`config.mk`:
```
export PLATFORM = sky130hd
export DESIGN_NAME = regfile_mp
export DESIGN_NICKNAME = d
export VERILOG_FILES = /design/src/rtl/regfile_pkg.sv /design/src/rtl/regfile_clr_seq.sv /design/src/rtl/regfile_mp.sv
export SDC_FILE = /design/constraint.sdc
export NUM_CORES = 2
export LEC_CHECK = 0
export BUFFER_PORTS_ARGS = -buffer_cell sky130_fd_sc_hd__buf_2
export CAP_MARGIN = 20
export CORE_UTILIZATION = 25
export CTS_CLUSTER_DIAMETER = 150
export DETAILED_ROUTE_END_ITERATION = 10
export SETUP_SLACK_MARGIN = 0.15
export SYNTH_ARGS = -nofsm -noshare
export SYNTH_HDL_FRONTEND = slang
export SYNTH_SLANG_ARGS = --single-unit
export TNS_END_PERCENT = 5
```
`constraint.sdc`:
```
create_clock -name i_clk -period 6 [get_ports i_clk]
set_input_delay 1.2 -clock i_clk [delete_from_list [all_inputs] [get_ports i_clk]]
set_output_delay 1.2 -clock i_clk [all_outputs]
set_load 0.05 [all_outputs]
```
`src/rtl/regfile_pkg.sv`:
```
// Shared types, default sizes and the byte-merge helper for the multi-port register file.
package regfile_pkg;

  localparam int REGFILE_WIDTH = 32;
  localparam int REGFILE_DEPTH = 32;
  localparam int REGFILE_NRD   = 2;

  typedef enum logic {
    ST_IDLE,
    ST_CLEAR
  } state_t;

  // Byte-lane merge: one lane of a byte-enabled write.
  function automatic logic [7:0] merge_be(input logic [7:0] old_byte,
                                          input logic [7:0] new_byte,
                                          input logic       be);
    return be ? new_byte : old_byte;
  endfunction

endpackage

```
`src/rtl/regfile_clr_seq.sv`:
```
// Clear sequencer: walks a pointer over every entry, one per cycle, while busy is high.
//   state    | meaning
//   ST_IDLE  | waiting for i_clr_req
//   ST_CLEAR | zeroing entry r_ptr this cycle; pulses o_clr_done after the last entry
module regfile_clr_seq
  import regfile_pkg::*;
#(
  parameter int DEPTH      = REGFILE_DEPTH,
  parameter int ADDR_WIDTH = $clog2(REGFILE_DEPTH)
) (
  input  logic                  i_clk,
  input  logic                  i_rst,
  input  logic                  i_clr_req,
  output logic                  o_busy,
  output logic                  o_clr_done,
  output logic                  o_clr_en,
  output logic [ADDR_WIDTH-1:0] o_clr_addr
);

  localparam logic [ADDR_WIDTH-1:0] LAST_ADDR = ADDR_WIDTH'(DEPTH - 1);

  state_t                r_state;
  state_t                w_state_nxt;
  logic [ADDR_WIDTH-1:0] r_ptr;
  logic [ADDR_WIDTH-1:0] w_ptr_nxt;
  logic                  r_done;
  logic                  w_done_nxt;

  always_ff @(posedge i_clk) begin
    if (!i_rst) begin
      r_state <= ST_IDLE;
      r_ptr   <= '0;
      r_done  <= 1'b0;
    end else begin
      r_state <= w_state_nxt;
      r_ptr   <= w_ptr_nxt;
      r_done  <= w_done_nxt;
    end
  end

  always_comb begin
    w_state_nxt = r_state;
    w_ptr_nxt   = r_ptr;
    w_done_nxt  = 1'b0;
    case (r_state)
      ST_IDLE: begin
        if (i_clr_req) begin
          w_state_nxt = ST_CLEAR;
          w_ptr_nxt   = '0;
        end
      end
      ST_CLEAR: begin
        // clr_req is deliberately not looked at here: no restart mid-clear
        if (r_ptr == LAST_ADDR) begin
          w_state_nxt = ST_IDLE;
          w_ptr_nxt   = '0;
          w_done_nxt  = 1'b1;
        end else begin
          w_ptr_nxt = r_ptr + ADDR_WIDTH'(1);
        end
      end
      default: begin
        w_state_nxt = ST_IDLE;
        w_ptr_nxt   = '0;
      end
    endcase
  end

  assign o_busy     = (r_state == ST_CLEAR);
  assign o_clr_en   = (r_state == ST_CLEAR);
  assign o_clr_addr = r_ptr;
  assign o_clr_done = r_done;

endmodule

```
`src/rtl/regfile_mp.sv`:
```
// Multi-port register file: byte-enabled write port, NRD registered read ports, flat debug bus,
// built-in clear sequencer. Optional macro REGFILE_BYPASS_EN forwards same-edge writes to reads.
module regfile_mp
  import regfile_pkg::*;
#(
  parameter  int WIDTH      = REGFILE_WIDTH,
  parameter  int DEPTH      = REGFILE_DEPTH,
  parameter  int NRD        = REGFILE_NRD,
  parameter  int ZERO_REG   = 1,
  localparam int ADDR_WIDTH = $clog2(DEPTH),
  localparam int BE_WIDTH   = WIDTH / 8
) (
  input  logic                      i_clk,
  input  logic                      i_rst,
  input  logic                      i_wr_en,
  output logic                      o_wr_ready,
  input  logic [ADDR_WIDTH-1:0]     i_wr_addr,
  input  logic [WIDTH-1:0]          i_wr_data,
  input  logic [BE_WIDTH-1:0]       i_wr_be,
  input  logic [NRD-1:0]            i_rd_en,
  input  logic [NRD*ADDR_WIDTH-1:0] i_rd_addr,
  output logic [NRD*WIDTH-1:0]      o_rd_data,
  output logic [NRD-1:0]            o_rd_valid,
  input  logic                      i_clr_req,
  output logic                      o_busy,
  output logic                      o_clr_done,
  output logic [WIDTH*DEPTH-1:0]    o_regs_bus
);

  logic [WIDTH-1:0]      r_mem [DEPTH];
  logic                  w_busy;
  logic                  w_clr_en;
  logic [ADDR_WIDTH-1:0] w_clr_addr;
  logic                  w_wr_fire;
  logic                  w_wr_hit;
  logic [WIDTH-1:0]      w_wr_old;
  logic [WIDTH-1:0]      w_wr_merged;

  regfile_clr_seq #(
    .DEPTH      (DEPTH),
    .ADDR_WIDTH (ADDR_WIDTH)
  ) u_clr_seq (
    .i_clk      (i_clk),
    .i_rst      (i_rst),
    .i_clr_req  (i_clr_req),
    .o_busy     (w_busy),
    .o_clr_done (o_clr_done),
    .o_clr_en   (w_clr_en),
    .o_clr_addr (w_clr_addr)
  );

  assign o_busy     = w_busy;
  assign o_wr_ready = !w_busy;
  assign w_wr_fire  = i_wr_en && !w_busy;
  assign w_wr_hit   = (32'(i_wr_addr) < 32'(DEPTH)) &&
                      !((ZERO_REG != 0) && (i_wr_addr == '0));
  assign w_wr_old   = w_wr_hit ? r_mem[i_wr_addr] : '0;

  always_comb begin
    w_wr_merged = w_wr_old;
    for (int k = 0; k < BE_WIDTH; k++) begin
      w_wr_merged[8*k +: 8] = merge_be(w_wr_old[8*k +: 8], i_wr_data[8*k +: 8], i_wr_be[k]);
    end
  end

  // Clear and write never coincide: writes are refused while the sequencer is busy.
  always_ff @(posedge i_clk) begin
    if (!i_rst) begin
      for (int i = 0; i < DEPTH; i++) begin
        r_mem[i] <= '0;
      end
    end else if (w_clr_en) begin
      r_mem[w_clr_addr] <= '0;
    end else if (w_wr_fire && w_wr_hit) begin
      r_mem[i_wr_addr] <= w_wr_merged;
    end
  end

  for (genvar g = 0; g < NRD; g++) begin : g_rd
    logic [ADDR_WIDTH-1:0] w_addr;
    logic                  w_ok;
    logic [WIDTH-1:0]      w_val;
    logic [WIDTH-1:0]      r_data;
    logic                  r_valid;

    assign w_addr = i_rd_addr[ADDR_WIDTH*g +: ADDR_WIDTH];
    assign w_ok   = (32'(w_addr) < 32'(DEPTH)) && !((ZERO_REG != 0) && (w_addr == '0));

    always_comb begin
      w_val = '0;
      if (w_ok) begin
        w_val = r_mem[w_addr];
`ifdef REGFILE_BYPASS_EN
        if (w_wr_fire && w_wr_hit && (i_wr_addr == w_addr)) begin
          w_val = w_wr_merged;
        end
`endif
      end
    end

    always_ff @(posedge i_clk) begin
      if (!i_rst) begin
        r_data  <= '0;
        r_valid <= 1'b0;
      end else begin
        r_valid <= i_rd_en[g];
        if (i_rd_en[g]) begin
          r_data <= w_val;
        end
      end
    end

    assign o_rd_data[WIDTH*g +: WIDTH] = r_data;
    assign o_rd_valid[g]               = r_valid;
  end

  for (genvar e = 0; e < DEPTH; e++) begin : g_bus
    assign o_regs_bus[WIDTH*e +: WIDTH] = r_mem[e];
  end

endmodule
```
==> impl_results.md <==
* Outcome: finished clean
* Buf/Inv on CP at 4
* Post-cts resize count at 0
* HP Start: g_rd[0].r_data[26]$_SDFFE_PN0P_
* Finished Layout Cells at 8601
* Synthesized cell area at 59600 sq um
* Worst path required time at 6520 ps
* CTS clock-pin slew for the worst setup and hold paths at 60 ps
* Initial antenna violation count at 70
* Synth unique cells at 48
* GRT Total Usage at 0.323
* Via density at 6.21
* CP Cell Sequence: buf_6, nand3b_4, a211oi_4, buf_4, mux2_8, buf_12, o41ai_1, buf_4
* Crit start category: primary input
* RSZ-0062 raised after global routing: false
* TritonCTS clock tree: done
* Leakage power at 0.0270 uW
* Estimated wirelength of the detail-placed design at 310 mm
* Final Net Count at 5387
* Critical path arrival at 4670 ps
* Initial DRT Pass Iterations at 6
* Core Footprint at 236000 sq um
* CP delay by family, top: buffers and inverters
* Yosys top cell by area: edfxtp_1
* Vias at 53400
* Dpl ws at 990 ps
* 1st-iter DRT viols at 8634
* Post-Route WL at 402 mm
* First-pass GRT wire length at 513 mm
* Top cells by area, synth: edfxtp_1 (52%), mux4_2 (15%), nor4_1 (8.8%), mux2i_1 (6.0%), dfxtp_1 (2.5%)
* Postcts setup bufs at 0
* EDFF count, synth at 1024
* Synthesized flop and latch total at 1097
* Power Density at 287 nW/um^2
* IO Pins at 1150
* Number of I/O port buffers at 1149
* GPL Wtd Cong at 0.966
* Top FF cell, synth: edfxtp_1
* Worst slew pin tran at 1200 ps
* Final worst slack at 1850 ps
* Setup_tns at 0 ps
* Worst Hold Class: reg -> reg
* Critical Path Source: i_rst
* Overall power at 21500 uW
* Worst skew pair latency at 830 ps
* Clock skew at 32.9 ps
* Fmax achieved at 241 MHz
* Critical path fanouts, max at 96
* Sequential area share after synthesis at 0.541
* Most common cell after layout, fill and taps aside: buf_2
* Vias in the first global route at 49100
* Grt total ovfl at 0
* Kind of critical path: in -> reg
* Maximum root-to-sink buffer count at 3
* Final hold vios at 0
* Die width at 490 um
* Routed length per placed instance at 46.7 um
* RR Startpoint: u_clr_seq.o_busy$_SDFF_PN0_
* Delay of the slowest cell on the worst path at 690 ps
* Most frequent cells in the layout: buf_2 (1149), edfxtp_1 (1024), nor4_1 (842), mux4_2 (384), mux2i_1 (352)
* Slowest CP cell: mux2_8
* H-tree depth at 4
* Area Overhead vs Synth at 25.8%
* Syn_area_per_cell at 13.7 sq um
* CTS root buffer: clkbuf_16
* Die Area at 240000 sq um
* Num rows at 178
* Initial cell density of the core at 0.252
* CTS Buf Count at 132
* Worst Setup End Kind: flip-flop
* Tcrit/Tclk final at 0.692
* Synth top area share at 0.516
* Slew Viols, Final at 0
* Layout cells sized above 1 at 0.429
* Pin count of the biggest net entering global routing at 106
* Ys async rst share at 0
* DRC viols at 0
* Clock sinks at 1097
* Placed insts at 8332
* VDD IR max at 0.293 mV
* Post-Syn Instances at 4333
* Post-route minimum period at 4150 ps
* Most frequent CP cell: buf_4
* Synth Warn # at 0
* Max Cap Viol at 0
* Slew HR at 0.175
* Final setup violation count at 0
* Post-route ant nets at 0
* Die height at 490 um
* Hold Buf Count CTS at 0
registers in the layout, summed over array words and instances, names as in the netlist:
name	flops
u_clr_seq.o_busy	1
g_rd.r_valid	2
r_mem	1024
u_clr_seq.o_clr_addr	5
g_rd.r_data	64
u_clr_seq.o_clr_done	1
routing by layer:
layer	track usage	vias up	share of wire
met5	0	-	0.00041
met1	0.387	27200	0.36
met3	0.124	917	0.13
met4	0.240	24	0.091
met2	0.467	4975	0.42
li1	-	20300	-
logic make-up after synthesis:
group / after synthesis / share of synthesized area
AO/OA/AOI/OAI: 544 / 0.0711
adder cells (fa/ha/maj): 2 / 0.000420
buffers and inverters: 704 / 0.0521
flip-flops: 1097 / 0.541
multiplexers: 751 / 0.207
other: 1 / 0.0000629
AND/OR/NAND/NOR: 1234 / 0.128
tightest hold or removal path, cell delays in order, from the launching register on:
cell,delay (ps)
dfxtp_1,330
a221oi_1,80
o311ai_0,80
stage by stage:
stage	cell area (sq um)	hold WS, ps	utilization
global placement	70500	506	0.299
CTS	74800	534	0.317
finish	74900	528	0.317
floorplan	59700	530	-
detailed placement	70500	519	0.299
global route	74900	558	0.317
final cells by class:
| type | instances | area [sq um] |
|---|---|---|
| Fill cell | 23700 | 161000 |
| Sequential cell | 1097 | 32200 |
| Multi-Input combinational cell | 2563 | 25300 |
| Timing Repair Buffer | 1528 | 9180 |
| Tap cell | 3150 | 3940 |
| Clock buffer | 158 | 3400 |
| Clock inverter | 76 | 861 |
| Antenna cell | 23 | 57.6 |
| Inverter | 6 | 22.5 |
cell usage after synthesis, drive strengths merged (32+ instances only):
cell type  count
mux2i        362
a22oi        128
nor2b         49
a21boi        34
o31ai         32
nand2         40
a32o          45
clkbuf       353
o41ai         96
nor4         867
a211oi        37
or2           64
a21oi         84
nor3         132
mux4         384
and2          37
buf          345
o311ai        64
dfxtp         73
edfxtp      1024
report_power, final:
| part | internal (uW) | switching (uW) |
|---|---|---|
| logic | 1030 | 3240 |
| registers | 8660 | 426 |
| clock network | 4510 | 3650 |
| total | 14200 | 7320 |
final timing paths:
path / depth (start not counted) / slack (ps) / end
worst max-delay path: 8 / 1850 / r_mem[27][4]$_SDFFCE_PN0P_
worst min-delay path: 2 / 530 / g_rd[0].r_data[26]$_SDFFE_PN0P_
worst min register to register: 2 / 530 / g_rd[0].r_data[26]$_SDFFE_PN0P_
worst max register to register: 7 / 2200 / r_mem[27][4]$_SDFFCE_PN0P_
Note: power is estimated with default switching activity, not from simulation.
